## config.mk

```make
export PLATFORM = sky130hd
export DESIGN_NAME = hdmi_timing_gen_param_flat
export DESIGN_NICKNAME = d
export VERILOG_FILES = /design/src/rtl/hdmi_timing_gen_param_pkg.sv /design/src/rtl/hdmi_timing_gen_param_if.sv /design/src/rtl/hdmi_sync_delay.sv /design/src/rtl/hdmi_timing_gen_param.sv /design/src/flat_wrapper.sv
export SDC_FILE = /design/constraint.sdc
export NUM_CORES = 1
export LEC_CHECK = 0
export BUFFER_PORTS_ARGS = -buffer_cell sky130_fd_sc_hd__buf_2
export CORE_ASPECT_RATIO = 0.6
export CORE_MARGIN = 4
export CORE_UTILIZATION = 45
export CTS_CLUSTER_DIAMETER = 200
export DETAILED_ROUTE_END_ITERATION = 16
export GPL_ROUTABILITY_DRIVEN = 0
export SLEW_MARGIN = 5
export SYNTH_ARGS = -nofsm -noshare
export SYNTH_HDL_FRONTEND = slang
export SYNTH_SLANG_ARGS = --single-unit
```

## constraint.sdc

```tcl
create_clock -name clk -period 11.25 [get_ports clk]
set_clock_uncertainty 0.1 [all_clocks]
set_input_delay 1.125 -clock clk [delete_from_list [all_inputs] [get_ports clk]]
set_output_delay 1.125 -clock clk [all_outputs]
set_load 0.05 [all_outputs]
```

## src/rtl/hdmi_timing_gen_param_pkg.sv

```systemverilog
// Shared constants and types for the parametrised HDMI timing generator.
// Latency: n/a (declarations only).
// Backpressure: n/a.
// Contents: register addresses, CTRL/STATUS bit positions, 720p defaults,
// the timing_t field set and the commit validation helper.
package hdmi_timing_pkg;

    // Width of every timing field; the generator's CW parameter must match.
    localparam int TW = 12;

    localparam logic [3:0] A_CTRL   = 4'd0;
    localparam logic [3:0] A_H_ACT  = 4'd1;
    localparam logic [3:0] A_H_FP   = 4'd2;
    localparam logic [3:0] A_H_SY   = 4'd3;
    localparam logic [3:0] A_H_BP   = 4'd4;
    localparam logic [3:0] A_V_ACT  = 4'd5;
    localparam logic [3:0] A_V_FP   = 4'd6;
    localparam logic [3:0] A_V_SY   = 4'd7;
    localparam logic [3:0] A_V_BP   = 4'd8;
    localparam logic [3:0] A_COMMIT = 4'd9;
    localparam logic [3:0] A_STATUS = 4'd10;

    localparam int CTRL_EN     = 0;
    localparam int CTRL_HS_POL = 1;
    localparam int CTRL_VS_POL = 2;
    localparam logic [2:0] CTRL_RST = 3'b111;

    localparam int ST_PEND   = 0;
    localparam int ST_ERR    = 1;
    localparam int ST_FC_LSB = 16;

    typedef struct packed {
        logic [TW-1:0] h_act;
        logic [TW-1:0] h_fp;
        logic [TW-1:0] h_sy;
        logic [TW-1:0] h_bp;
        logic [TW-1:0] v_act;
        logic [TW-1:0] v_fp;
        logic [TW-1:0] v_sy;
        logic [TW-1:0] v_bp;
    } timing_t;

    localparam timing_t DEF_TIMING = '{
        h_act: TW'(1280), h_fp: TW'(110), h_sy: TW'(40), h_bp: TW'(220),
        v_act: TW'(720),  v_fp: TW'(5),   v_sy: TW'(5),  v_bp: TW'(20)
    };

    // Largest legal line/frame total: 2^TW, held in TW+2 bits.
    localparam logic [TW+1:0] MAX_LEN = {2'b01, {TW{1'b0}}};

    function automatic logic timing_ok(timing_t t);
        logic [TW+1:0] hl;
        logic [TW+1:0] vl;
        hl = {2'b00, t.h_act} + {2'b00, t.h_fp} + {2'b00, t.h_sy} + {2'b00, t.h_bp};
        vl = {2'b00, t.v_act} + {2'b00, t.v_fp} + {2'b00, t.v_sy} + {2'b00, t.v_bp};
        return (t.h_act != '0) && (t.h_fp != '0) && (t.h_sy != '0) && (t.h_bp != '0) &&
               (t.v_act != '0) && (t.v_fp != '0) && (t.v_sy != '0) && (t.v_bp != '0) &&
               (hl <= MAX_LEN) && (vl <= MAX_LEN);
    endfunction

endpackage

```

## src/rtl/hdmi_timing_gen_param_if.sv

```systemverilog
// Avalon-MM control bus between the CPU and the timing generator.
// Latency: reads answer one cycle after avs_read; writes land at the next edge.
// Backpressure: none, the slave never inserts wait states.
// Ports: address/read/write/writedata from master; readdata/readdatavalid back.
interface hdmi_timing_gen_param_if;
    logic [3:0]  avs_address;
    logic        avs_read;
    logic        avs_write;
    logic [31:0] avs_writedata;
    logic [31:0] avs_readdata;
    logic        avs_readdatavalid;

    modport master (
        output avs_address, avs_read, avs_write, avs_writedata,
        input  avs_readdata, avs_readdatavalid
    );

    modport slave (
        input  avs_address, avs_read, avs_write, avs_writedata,
        output avs_readdata, avs_readdatavalid
    );
endinterface

```

## src/rtl/hdmi_sync_delay.sv

```systemverilog
// DEPTH-stage shift register aligning the video outputs with downstream pipes.
// Latency: DEPTH cycles; DEPTH=0 is a straight wire.
// Backpressure: none, shifts every cycle.
// Ports: clk, reset (sync, active-high), din -> dout; RST_VAL gives per-bit reset.
module hdmi_sync_delay #(
    parameter int           W       = 1,
    parameter int           DEPTH   = 1,
    parameter logic [W-1:0] RST_VAL = '0
) (
    input  logic         clk,
    input  logic         reset,
    input  logic [W-1:0] din,
    output logic [W-1:0] dout
);
    generate
        if (DEPTH == 0) begin : g_pass
            assign dout = din;
        end else begin : g_pipe
            logic [W-1:0] sr [DEPTH];
            always_ff @(posedge clk) begin
                if (reset) begin
                    for (int i = 0; i < DEPTH; i++) sr[i] <= RST_VAL;
                end else begin
                    sr[0] <= din;
                    for (int i = 1; i < DEPTH; i++) sr[i] <= sr[i-1];
                end
            end
            assign dout = sr[DEPTH-1];
        end
    endgenerate
endmodule

```

## src/rtl/hdmi_timing_gen_param.sv

```systemverilog
// Runtime-programmable video timing generator (HS/VS/DE, x/y, SOF/SOL, frame count).
// Latency: video outputs trail the counters by 1 + PIPE_DELAY cycles; reads take 1.
// Backpressure: none; free-running at the pixel clock, bus has no wait states.
// Ports: clk, reset (sync, active-high), avs (Avalon slave), vid_* video, frame_cnt.
module hdmi_timing_gen_param
    import hdmi_timing_pkg::*;
#(
    parameter int CW         = TW,
    parameter int PIPE_DELAY = 1
) (
    input  logic                   clk,
    input  logic                   reset,
    hdmi_timing_gen_param_if.slave avs,
    output logic                   vid_hs,
    output logic                   vid_vs,
    output logic                   vid_de,
    output logic [CW-1:0]          vid_x,
    output logic [CW-1:0]          vid_y,
    output logic                   vid_sof,
    output logic                   vid_sol,
    output logic [15:0]            frame_cnt
);
    localparam int SW = TW + 2;
    localparam int DW = 5 + 2 * CW;
    localparam logic [DW-1:0] DL_RST = {~CTRL_RST[CTRL_HS_POL], ~CTRL_RST[CTRL_VS_POL],
                                        {(DW-2){1'b0}}};

    logic [2:0]    ctrl;
    timing_t       stage, live;
    logic          pending, commit_err;
    logic [CW-1:0] h, v;
    logic [31:0]   rd_mux;

    logic en, hs_pol, vs_pol;
    assign en     = ctrl[CTRL_EN];
    assign hs_pol = ctrl[CTRL_HS_POL];
    assign vs_pol = ctrl[CTRL_VS_POL];

    // Totals and region edges in TW+2 bits so sums of 2^TW-sized fields cannot wrap.
    logic [SW-1:0] h_w, v_w, ht, vt, hs_beg, hs_end, vs_beg, vs_end;
    assign h_w    = SW'(h);
    assign v_w    = SW'(v);
    assign ht     = SW'(live.h_act) + SW'(live.h_fp) + SW'(live.h_sy) + SW'(live.h_bp);
    assign vt     = SW'(live.v_act) + SW'(live.v_fp) + SW'(live.v_sy) + SW'(live.v_bp);
    assign hs_beg = SW'(live.h_act) + SW'(live.h_fp);
    assign hs_end = hs_beg + SW'(live.h_sy);
    assign vs_beg = SW'(live.v_act) + SW'(live.v_fp);
    assign vs_end = vs_beg + SW'(live.v_sy);

    logic line_end, frame_last, frame_end, xfer, commit_wr;
    assign line_end   = (h_w == ht - SW'(1));
    assign frame_last = line_end && (v_w == vt - SW'(1));
    assign frame_end  = en && frame_last;
    // With the generator stopped there is no frame boundary to wait for.
    assign xfer       = pending && (!en || frame_end);
    assign commit_wr  = avs.avs_write && (avs.avs_address == A_COMMIT);

    logic unused_wd;
    assign unused_wd = ^avs.avs_writedata[31:TW];

    always_ff @(posedge clk) begin
        if (reset) begin
            ctrl       <= CTRL_RST;
            stage      <= DEF_TIMING;
            live       <= DEF_TIMING;
            pending    <= 1'b0;
            commit_err <= 1'b0;
        end else begin
            // Transfer sees the staging value from before any write this cycle.
            if (xfer) begin
                live    <= stage;
                pending <= 1'b0;
            end
            if (avs.avs_write) begin
                case (avs.avs_address)
                    A_CTRL:  ctrl        <= avs.avs_writedata[2:0];
                    A_H_ACT: stage.h_act <= avs.avs_writedata[TW-1:0];
                    A_H_FP:  stage.h_fp  <= avs.avs_writedata[TW-1:0];
                    A_H_SY:  stage.h_sy  <= avs.avs_writedata[TW-1:0];
                    A_H_BP:  stage.h_bp  <= avs.avs_writedata[TW-1:0];
                    A_V_ACT: stage.v_act <= avs.avs_writedata[TW-1:0];
                    A_V_FP:  stage.v_fp  <= avs.avs_writedata[TW-1:0];
                    A_V_SY:  stage.v_sy  <= avs.avs_writedata[TW-1:0];
                    A_V_BP:  stage.v_bp  <= avs.avs_writedata[TW-1:0];
                    default: ;
                endcase
            end
            // A commit in the same cycle as a transfer re-arms pending.
            if (commit_wr) begin
                pending    <= timing_ok(stage);
                commit_err <= !timing_ok(stage);
            end
        end
    end

    always_ff @(posedge clk) begin
        if (reset) begin
            h         <= '0;
            v         <= '0;
            frame_cnt <= '0;
        end else if (!en) begin
            h <= '0;
            v <= '0;
        end else if (line_end) begin
            h <= '0;
            if (frame_last) begin
                v         <= '0;
                frame_cnt <= frame_cnt + 16'd1;
            end else begin
                v <= v + CW'(1);
            end
        end else begin
            h <= h + CW'(1);
        end
    end

    always_comb begin
        rd_mux = '0;
        case (avs.avs_address)
            A_CTRL:   rd_mux = {29'd0, ctrl};
            A_H_ACT:  rd_mux = {{(32-TW){1'b0}}, stage.h_act};
            A_H_FP:   rd_mux = {{(32-TW){1'b0}}, stage.h_fp};
            A_H_SY:   rd_mux = {{(32-TW){1'b0}}, stage.h_sy};
            A_H_BP:   rd_mux = {{(32-TW){1'b0}}, stage.h_bp};
            A_V_ACT:  rd_mux = {{(32-TW){1'b0}}, stage.v_act};
            A_V_FP:   rd_mux = {{(32-TW){1'b0}}, stage.v_fp};
            A_V_SY:   rd_mux = {{(32-TW){1'b0}}, stage.v_sy};
            A_V_BP:   rd_mux = {{(32-TW){1'b0}}, stage.v_bp};
            A_STATUS: rd_mux = {frame_cnt, 14'd0, commit_err, pending};
            default:  rd_mux = '0;
        endcase
    end

    always_ff @(posedge clk) begin
        if (reset) begin
            avs.avs_readdata      <= '0;
            avs.avs_readdatavalid <= 1'b0;
        end else begin
            avs.avs_readdata      <= avs.avs_read ? rd_mux : 32'd0;
            avs.avs_readdatavalid <= avs.avs_read;
        end
    end

    // Decode of the current counter state; everything is gated by enable.
    logic de_c, hs_c, vs_c, sof_c, sol_c;
    logic [CW-1:0] x_c, y_c;
    assign de_c  = en && (h_w < SW'(live.h_act)) && (v_w < SW'(live.v_act));
    assign hs_c  = (en && (h_w >= hs_beg) && (h_w < hs_end)) ^ ~hs_pol;
    assign vs_c  = (en && (v_w >= vs_beg) && (v_w < vs_end)) ^ ~vs_pol;
    assign sol_c = de_c && (h == '0);
    assign sof_c = sol_c && (v == '0);
    assign x_c   = de_c ? h : '0;
    assign y_c   = de_c ? v : '0;

    logic [DW-1:0] vid_q, vid_d;
    always_ff @(posedge clk) begin
        if (reset) vid_q <= DL_RST;
        else       vid_q <= {hs_c, vs_c, de_c, sof_c, sol_c, x_c, y_c};
    end

    hdmi_sync_delay #(.W(DW), .DEPTH(PIPE_DELAY), .RST_VAL(DL_RST)) u_dly (
        .clk   (clk),
        .reset (reset),
        .din   (vid_q),
        .dout  (vid_d)
    );

    assign {vid_hs, vid_vs, vid_de, vid_sof, vid_sol, vid_x, vid_y} = vid_d;

endmodule
```

## src/flat_wrapper.sv

```systemverilog
// flat-port wrapper written by rule: the top's interface ports become plain ports
module hdmi_timing_gen_param_flat import hdmi_timing_pkg::*;
#(
    parameter int CW         = TW,
    parameter int PIPE_DELAY = 1
)
  (clk, reset, vid_hs, vid_vs, vid_de, vid_x, vid_y, vid_sof, vid_sol, frame_cnt, avs_avs_address, avs_avs_read, avs_avs_write, avs_avs_writedata, avs_avs_readdata, avs_avs_readdatavalid);
  hdmi_timing_gen_param_if avs_i ();
  input  logic clk;
  input  logic reset;
  output logic vid_hs;
  output logic vid_vs;
  output logic vid_de;
  output logic [CW-1:0] vid_x;
  output logic [CW-1:0] vid_y;
  output logic vid_sof;
  output logic vid_sol;
  output logic [15:0] frame_cnt;
  input wire logic [$bits(avs_i.avs_address)-1:0] avs_avs_address;
  input wire logic [$bits(avs_i.avs_read)-1:0] avs_avs_read;
  input wire logic [$bits(avs_i.avs_write)-1:0] avs_avs_write;
  input wire logic [$bits(avs_i.avs_writedata)-1:0] avs_avs_writedata;
  output wire logic [$bits(avs_i.avs_readdata)-1:0] avs_avs_readdata;
  output wire logic [$bits(avs_i.avs_readdatavalid)-1:0] avs_avs_readdatavalid;
  assign avs_i.avs_address = avs_avs_address;
  assign avs_i.avs_read = avs_avs_read;
  assign avs_i.avs_write = avs_avs_write;
  assign avs_i.avs_writedata = avs_avs_writedata;
  assign avs_avs_readdata = avs_i.avs_readdata;
  assign avs_avs_readdatavalid = avs_i.avs_readdatavalid;
  hdmi_timing_gen_param #(.CW(CW), .PIPE_DELAY(PIPE_DELAY)) u_core (.clk(clk), .reset(reset), .avs(avs_i), .vid_hs(vid_hs), .vid_vs(vid_vs), .vid_de(vid_de), .vid_x(vid_x), .vid_y(vid_y), .vid_sof(vid_sof), .vid_sol(vid_sol), .frame_cnt(frame_cnt));
endmodule
```

# After elaboration in Yosys (flattened, before gate mapping)
# Memory sizes are Yosys's and may differ from the RTL's.
# Cells that the tools add are included.
totals:
  mem_bits_rw: 29
  memories: 1
  romBits: 0
  latchBits: 0
  ff_bits: 299
  in_bits: 40
mem_list:
  columns: ["memory", "depth", "width", "read_ports", "rd_clocked_by_memory_dff", "write_ports", "line_no", "rtl"]
  rows:
  - ["u_core.u_dly.g_pipe.sr", 1, 29, 1, 0, 1, "hdmi_sync_delay.sv:19", "logic [W-1:0] sr [DEPTH];"]
classes:
  mux: 9
  multipliers: 0
  n_div: 0
  n_eq_ne: 12
  n_shift: 0
  order_cmp: 8
  bitwise: 7
  reduce_logical: 51
  add_sub_neg: 17
op_table:
  columns: ["op", "n"]
  rows:
  - ["$pmux 32 s10", 1]
  - ["$add 14x12->14", 7]
  - ["$reduce_bool 12->1", 8]
  - ["$add 12x12->13", 4]
  - ["$mux 29", 1]
  - ["$reduce_or 29->1", 1]
  - ["$eq 12x14->1", 2]
  - ["$ge 12x14->1", 2]
  - ["$le 14x13->1 const B", 2]
  - ["$lt 12x14->1", 2]
  - ["$sub 14x1->14 const B", 2]
  - ["$add 12x1->12 const B", 2]
  - ["$logic_not 12->1", 2]
  - ["$lt 12x12->1", 2]
  - ["$logic_and 1x1->1", 21]
  - ["$reduce_and 2->1", 9]
  - ["$add 16x1->16 const B", 1]
  - ["$eq 4x3->1 const B", 4]
  - ["$add 13x12->14", 1]
  - ["$eq 4x4->1 const B", 3]
  - ["$mux 12", 1]
  - ["$eq 4x2->1 const B", 2]
  - ["$mux 1", 6]
  - ["$reduce_or 2->1", 3]
  - ["other kinds (9)", 15]

# Depth between registers and ports, before layout
# Gate-level depths: netlist of run 1.
depth:
  word_depth: 11
  mapped_depth: 32
  ltp_nobuf: 29

# Hierarchy
# A second synthesis of run 1 with hierarchy kept.
hier_totals:
  cells_unflattened: 2432
  hier_area_um2: 20633.5
modules_own_cells:
  columns: ["mod", "instances", "area_each_um2", "seq_area_each_um2", "cells_each"]
  rows:
  - ["hdmi_timing_gen_param", 1, 19751.4, 5905.7, 2371]
  - ["hdmi_sync_delay", 1, 882.1, 580.6, 61]

# Worst setup path after synthesis of run 1
# Ideal clock, no wire load.
synth_timing:
  kind: "reg2reg"
  start: "register u_core.live[36] (netlist bit)"
  end: "register u_core.frame_cnt[14]"
  arrival_time_ps: 6402
  slack_ps: 4625
  n_path_buf: 2
  t_required_ps: 11027
  period_less_slack_ps: 6625
  path_stages_with_launch: 29
  path_cell_list: "dfxtp_1 ha_1 inv_1 fa_1 nor2b_1 o21ai_0 a21boi_0 a21oi_1 ha_1 and3_1 a221o_1 o41ai_1 o211ai_1 a21o_1 a21oi_1 xor2_1 ha_1 inv_1 ha_1 nor3_1 or4_1 nor4_1 nand4_1 a2111o_1 or4_1 buf_2 buf_6 nor3_2 mux2_1"
synth_between:
  elab_chain_len: 7
synth_lines:
  columns: ["element", "line_no", "rtl"]
  rows:
  - ["start: declaration", "hdmi_timing_gen_param.sv:29", "timing_t stage, live;"]
  - ["start signal: assignment", "hdmi_timing_gen_param.sv:71", "live <= stage;"]
  - ["$add 12x12->13", "hdmi_timing_gen_param.sv:44", "assign vt = SW'(live.v_act) + SW'(live.v_fp) + SW'(live.v_sy) + SW'(live.v_bp);"]
  - ["$add 14x12->14 (2 in series)", "hdmi_timing_gen_param.sv:44", null]
  - ["$sub 14x1->14", "hdmi_timing_gen_param.sv:52", "assign frame_last = line_end && (v_w == vt - SW'(1));"]
  - ["$eq 12x14->1", "hdmi_timing_gen_param.sv:52", null]
  - ["$logic_and 1x1->1", "hdmi_timing_gen_param.sv:52", null]
  - ["$reduce_and 3->1 (no source line)", null, null]
  - ["end signal: assignment", "hdmi_timing_gen_param.sv:108", "frame_cnt <= frame_cnt + 16'd1;"]
  - ["end: declaration", "hdmi_timing_gen_param.sv:21", "output logic [15:0] frame_cnt"]
# No other way between the ends.
# A chain may end at the register's enable or synchronous reset.

# Worst setup path in the final report of run 1
layout_timing:
  start: "register u_core.live[36] (netlist bit)"
  end: "register u_core.live[14] (netlist bit)"
layout_between:
  elab_chain_len: 9
layout_lines:
  columns: ["element", "line_no", "rtl"]
  rows:
  - ["$add 12x12->13", "hdmi_timing_gen_param.sv:44", null]
  - ["$add 14x12->14 (2 in series)", "hdmi_timing_gen_param.sv:44", null]
  - ["$sub 14x1->14", "hdmi_timing_gen_param.sv:52", null]
  - ["$eq 12x14->1", "hdmi_timing_gen_param.sv:52", null]
  - ["$logic_and 1x1->1", "hdmi_timing_gen_param.sv:52", null]
  - ["$logic_and 1x1->1", "hdmi_timing_gen_param.sv:53", "assign frame_end = en && frame_last;"]
  - ["$logic_or 1x1->1", "hdmi_timing_gen_param.sv:55", "assign xfer = pending && (!en || frame_end);"]
  - ["$logic_and 1x1->1", "hdmi_timing_gen_param.sv:55", null]
# No other way between the ends.

==> impl_results.md, run 1 <==
- Status: finished clean
- Crit path buf inv count: 3
- Top cell type's share of synthesized area: 31.4%
- Core Region: 45,000 µm²
- Final setup viols: 0
- Routed Antenna Nets: 0
- Worst Setup Path Type: reg2reg
- Total power: 2450 µW
- Asr flop ratio synth: 0%
- Delay of the slowest critical-path stage: 0.72 ns
- Crit path max-delay family: compound AO/OA/AOI/OAI gates
- DRC violations left: 0
- Post-CTS setup buffers: 0
- Clock share of power: 45.2%
- Number of synthesized register bits: 324
- Worst-path fanout max: 66
- CP arrival: 8.73 ns
- Reg2Reg Depth: 26
- Final Non-Filler Cells: 3,130
- Hold Buf Count CTS: 0
- Initial DRC count: 1,775
- Core Util, Final: 50.0%
- Hold Path Stages: 1
- TNS Setup: 0 ns
- Synthesized netlist cell count: 2,481
- TritonCTS clock tree: built
- Sw power: 612 µW
- Resized Gates After CTS: 0
- Via/cell ratio: 5.75
- Hpwl dp: 47,800 µm
- Die Area: 49,500 µm²
- Layout area overhead: 9.26%
- TritonCTS Buffers: 34
- Yosys warns: 0
- Largest net degree at the start of global routing: 106
- Commonest non-fill, non-tap cells in the layout: dfxtp_1, nand2_1, inv_1
- Critical path startpoint category: flip-flop
- Nets@finish: 2,803
- Max Slew Vio Count: 0
- H-tree depth: 2
- Register share of total power: 48.0%
- Worst-skew pair later-pin latency: 0.54 ns
- Most common cell after layout, fill and taps aside: dfxtp_1
- Fin crit share: 75.0%
- Max VDD drop: 0.122 mV
- Unrepaired setup endpoints after global routing: no
- Pwr Density: 109 nW/µm²
- Initial Util: 45.8%
- Most used flip-flop cell after synthesis: dfxtp_1
- Worst-path clk slew: 0.06 ns
- Clock Tree Root: clkbuf_16
- Worst slew margin: 25.4%
- Fmax: 119 MHz
- Crit path time final: 8.44 ns
- TritonRoute pass-1 iters: 6
- Gate power share: 6.8%
- Synthesized area per cell: 8.32 µm²
- Sequential cell area fraction in the yosys report: 31.4%
- IO Pins: 118
- Grt ovf: 0
- Die extent in y: 174 µm
- Dpl cells: 3,067
- Total of max-cap violations: 0
- Gr usage total: 24.5%
- Crit path top cell by count: ha_1
- # clock sinks: 324
- Setup slack after layout: 2.81 ns
- Chip width: 284 µm
- First-pass GRT wire length: 96,400 µm
- Leakage: 0.0103 µW
- Synthesized area: 20,600 µm²
- Wire per inst: 20.0 µm
- Via count: 18,000
- Hold EP: u_core.u_dly.g_pipe.sr[0][26]$_SDFF_PP0_
- Synth cell types: 79
- Worst Tran Pin Value: 1.11 ns
- Place WS: 3.02 ns
- Hold path start: u_core.vid_q[26]$_SDFF_PP0_
- Req. time, crit path: 11.54 ns
- CP max-delay cell: o32a_4
- Hold Crit Class: reg2reg
- Leading area contributor after synthesis: dfxtp_1
- Clock tree buffer depth: 3
- Int Power: 1840 µW
- Cell Rows: 60
- IO buf count: 93
- Routed WL: 62,500 µm
- Internal reg-to-reg setup slack: 2.81 ns
- Switching share of total power: 25.0%
- RR Endpoint: u_core.live[14]$_SDFFE_PP1P_
- Ranking of synthesized cells by area: dfxtp_1, ha_1, nand2_1, inv_1, a21oi_1
- Hold Vio Cnt, Final: 0
- Critical path capture point type: flip-flop
- Vias in the first global route: 16,800
- Layout cells sized above 1: 7.37%
- Initial antenna violation count: 5
- Post-synth EDFFs: 0
- FF-to-FF Start: u_core.live[36]$_SDFFE_PP0P_
==> sequential cells by signal, indices dropped and copies added, names as in the netlist, 3 cells and up <==
signal	flops
u_core.avs.avs_readdata	28
u_core.frame_cnt	16
u_core.live	96
u_core.stage	96
u_core.u_dly.g_pipe.sr	29
u_core.vid_q	29
u_core.h	12
u_core.ctrl	3
u_core.v	12
==> worst max path at each step <==
stage                                   endpoint  slack (ns)                         start  depth (start not counted)
3_3_place_gp         u_core.live[2]$_SDFFE_PP1P_        3.06  u_core.live[36]$_SDFFE_PP0P_                         26
5_1_grt             u_core.live[38]$_SDFFE_PP0P_        2.35  u_core.live[36]$_SDFFE_PP0P_                         27
3_5_place_dp        u_core.live[24]$_SDFFE_PP1P_        3.02  u_core.live[36]$_SDFFE_PP0P_                         26
6_report            u_core.live[14]$_SDFFE_PP1P_        2.81  u_core.live[36]$_SDFFE_PP0P_                         26
4_1_cts             u_core.live[14]$_SDFFE_PP1P_        2.96  u_core.live[36]$_SDFFE_PP0P_                         26
2_1_floorplan  u_core.frame_cnt[14]$_SDFFE_PP0P_        4.62  u_core.live[36]$_SDFFE_PP0P_                         28
==> stage by stage <==
| step | hold slack [ns] | area [µm²] |
|---|---|---|
| after floorplan | 0.314 | 20600 |
| after global placement | 0.318 | 21500 |
| after detailed placement | 0.323 | 21500 |
| after CTS | 0.327 | 22500 |
| after global routing | 0.339 | 22500 |
| final | 0.319 | 22500 |
==> worst register-to-register path, stage by stage, from the launching register on <==
cell and delay, ns:
dfxtp_1 0.36, ha_1 0.19, inv_1 0.06, fa_1 0.40
nor2b_1 0.12, o21ai_0 0.10, a21boi_0 0.50, a21oi_1 0.13
ha_1 0.37, and3_1 0.19, a221o_1 0.37, o41ai_1 0.58
o211ai_1 0.24, a21o_1 0.23, a21oi_1 0.21, xor2_1 0.24
ha_1 0.18, inv_1 0.04, ha_1 0.38, nor3_1 0.09
or4_1 0.55, nor4_1 0.37, nand4_1 0.14, a2111o_1 0.53
o32a_4 0.72, buf_4 0.50, a211o_1 0.43
==> cell type report <==
class	count	area, µm²
fillers	4372	22500
multi-input cells	1800	12700
flip-flops and latches	324	6490
clock buffers	49	968
inverters	248	931
well taps	589	737
repair buffers	106	572
clock inverters	11	97.6
diodes	3	7.51
==> synthesized netlist by cell type (53+ instances only) <==
cell,instances
dfxtp_1,324
nand2_1,253
inv_1,248
ha_1,215
nor2_1,183
a21oi_1,172
clkbuf_1,80
mux2i_1,78
xnor2_1,66
nor2b_1,65
o21ai_0,59
and2_1,53
==> metal layers <==
| layer | global-route usage, % | part of all wire, % | wire length, µm | up-vias |
|---|---|---|---|---|
| met3 | 8.15 | 12 | 7290 | 118 |
| met5 | 0 | 0 | 0 | - |
| met2 | 35.1 | 40 | 24900 | 817 |
| li1 | - | - | - | 8634 |
| met1 | 35.6 | 46 | 28900 | 8434 |
| met4 | 5.39 | 2.3 | 1430 | 0 |
==> power groups by stage <==
stage | Combinational [µW] | Sequential (µW) | Clock (µW)
after global routing | 183 | 1170 | 1180
final | 167 | 1170 | 1110
after detailed placement | 162 | 1200 | 0
after CTS | 163 | 1170 | 1130
after global placement | 157 | 1200 | 0
after floorplan | 116 | 1200 | 0
==> kinds of logic after synthesis <==
group | Yosys count | synth area share, %
and+or+nand+nor | 861 | 20.7
AOI/OAI and AO/OA | 485 | 15.4
buffers and inverters | 360 | 6.93
DFF | 324 | 31.4
adders and majority gates | 249 | 16.3
xor gates and xnor gates | 114 | 4.84
muxes | 87 | 4.28
other | 1 | 0.0182
(Power assumes the default switching activity.)
==> inputs of run 2 (changes only) <==
- ABC_AREA: default -> 1
- clock period: 11.25 -> 8.2 ns (I/O delays scaled with it)
==> impl_results.md, run 2 <==
- Status: finished clean
- Routed Antenna Nets: 0
- Wire per inst: 17.3 µm
- TNS Setup: 0 ns
- Hold Path Stages: 2
- Top cells by count, synth: nand2_1, inv_1, dfxtp_1, a21oi_1, nor2_1
- Largest registers: u_core.live (96), u_core.stage (96)
- Pwr Density: 154 nW/µm²
- Register share of total power: 44.7%
- Synth cell types: 46
- Synthesized area: 21,300 µm²
- H-tree depth: 2
- Die Area: 51,000 µm²
- DRC violations left: 0
- Leakage: 0.0110 µW
- Max VDD drop: 0.105 mV
- Routed WL: 64,000 µm
- Worst-skew pair later-pin latency: 0.55 ns
- Crit path max-delay family: simple AND/OR/NAND/NOR gates
- Gate power share: 9.7%
- Placed cell area: 22,100 µm²
- CP arrival: 7.62 ns
- Via count: 20,100
- Clock share of power: 45.6%
- Req. time, crit path: 8.52 ns
- Fin crit share: 88.9%
- Delay of the slowest critical-path stage: 0.57 ns
- Number of synthesized register bits: 324
- Crit path top cell by count: nand2_1
- Core Region: 46,600 µm²
- Total of max-cap violations: 0
- Max Slew Vio Count: 0
- TritonCTS clock tree: built
- Hold Crit Class: reg2reg
- Fmax: 137 MHz
- Switching share of total power: 26.7%
- Reg2Reg Depth: 33
- Initial antenna violation count: 0
- Resized Gates After CTS: 0
- IO Pins: 118
- Final Non-Filler Cells: 3,699
- Via/cell ratio: 5.43
- Worst hold margin: 0.294 ns
- TritonRoute pass-1 iters: 7
- Worst Setup Path Type: reg2reg
- Sw power: 960 µW
- Cell Rows: 61
- Internal reg-to-reg setup slack: 0.91 ns
- Worst-path clk slew: 0.06 ns
- Multi-input gate area: 12,500 µm²
- Int Power: 2640 µW
- CP max-delay cell: nor2_2
- Critical path depth: 33
- Critical path startpoint category: flip-flop
- Clock tree buffer depth: 3
- Leading area contributor after synthesis: dfxtp_1
- Hold Vio Cnt, Final: 0
- Top cell type's share of synthesized area: 30.4%
- Worst Tran Pin Value: 1.10 ns
- Gr usage total: 24.8%
- Nets@finish: 3,333
- Top-count cell post-synth: nand2_1
- Hold Buf Count CTS: 0
- Crit path time final: 7.29 ns
- Dpl cells: 3,637
- Asr flop ratio synth: 0%
- TritonCTS Buffers: 35
- Clock Tree Root: clkbuf_16
- Synthesized area per cell: 7.09 µm²
- FF/Latch Area: 6490 µm²
- Worst-path fanout max: 168
- Fillcell total: 4,698
- Unrepaired setup endpoints after global routing: no
- # diodes: 0
- Ranking of synthesized cells by area: dfxtp_1, ha_1, nand2_1, inv_1, a21oi_1
- Grt ovf: 0
- Vias in the first global route: 18,600
- Initial Util: 45.8%
- # clock sinks: 324
- Most used flip-flop cell after synthesis: dfxtp_1
- Commonest non-fill, non-tap cells in the layout: nand2_1, inv_1, dfxtp_1
- Final setup viols: 0
- Post-CTS setup buffers: 0
- Post-synth EDFFs: 0
- Crit path buf inv count: 4
- Critical path capture point type: flip-flop
- First-pass GRT wire length: 101,000 µm
- Layout area overhead: 9.43%
- Initial DRC count: 1,771
- Sequential cell area fraction in the yosys report: 30.4%
- Die extent in y: 177 µm
- Hpwl dp: 49,400 µm
- Largest net degree at the start of global routing: 169
- Synthesized netlist cell count: 3,005
- Worst slew margin: 26.2%
- IO buf count: 93
- Yosys warns: 0
- Chip width: 289 µm
- Layout cells sized above 1: 5.57%
- Post-route cell area: 23,300 µm²
- Most common cell after layout, fill and taps aside: nand2_1
## run 2: metrics by stage
step	worst slack (ns)	utilization (%)	total power, µW
6_report	0.908	50.1	3600
5_1_grt	0.343	50.1	3740
2_1_floorplan	3.03	-	1890
3_5_place_dp	1.13	47.6	1980
4_1_cts	1.08	50.1	3620
3_3_place_gp	1.34	47.6	1970
## run 2: final timing paths
check | start | end
worst max-delay path | u_core.live[84]$_SDFFE_PP0P_ | u_core.live[49]$_SDFFE_PP0P_
worst min-delay path | u_core.vid_q[14]$_SDFF_PP0_ | u_core.u_dly.g_pipe.sr[0][14]$_SDFF_PP0_
worst max register to register | u_core.live[84]$_SDFFE_PP0P_ | u_core.live[49]$_SDFFE_PP0P_
worst min register to register | u_core.vid_q[14]$_SDFF_PP0_ | u_core.u_dly.g_pipe.sr[0][14]$_SDFF_PP0_
## run 2: cell type report
cell class | instances | area share, %
Tap cell | 630 | 3.38
Multi-Input combinational cell | 2089 | 53.5
Clock inverter | 13 | 0.644
Inverter | 493 | 7.95
Clock buffer | 49 | 4.37
Sequential cell | 324 | 27.8
Timing Repair Buffer | 101 | 2.31
## run 2: cells by family (layout without fill, tap and decap cells)
group | Yosys count | in the layout | synth area share [%]
AO/OA/AOI/OAI | 542 | 542 | 13.8
XOR/XNOR | 126 | 126 | 5.18
adder cells (fa/ha/maj) | 249 | 249 | 15.8
buffers and inverters | 595 | 656 | 11.1
flip-flops | 324 | 324 | 30.4
other | 1 | 4 | 0.0176
AND/OR/NAND/NOR | 1168 | 1168 | 23.6
## run 2: power groups by stage
stage	clock network (µW)	registers (µW)	logic [µW]
floorplan	0	1650	241
global placement	0	1640	331
detailed placement	0	1640	338
CTS	1680	1610	340
global route	1740	1610	389
finish	1640	1610	348
## run 2: worst min-delay path: stages, from the launching register on
cell     delay, ns
dfxtp_1       0.29
inv_1         0.04
nor2_1        0.03
## run 2: layer usage
metal	track usage, %	up-vias	routed length [µm]
met4	5.12	0	1220
met5	0	-	0
met3	8.45	96	6760
li1	-	9916	-
met1	35.9	9376	30300
met2	35.8	704	25700
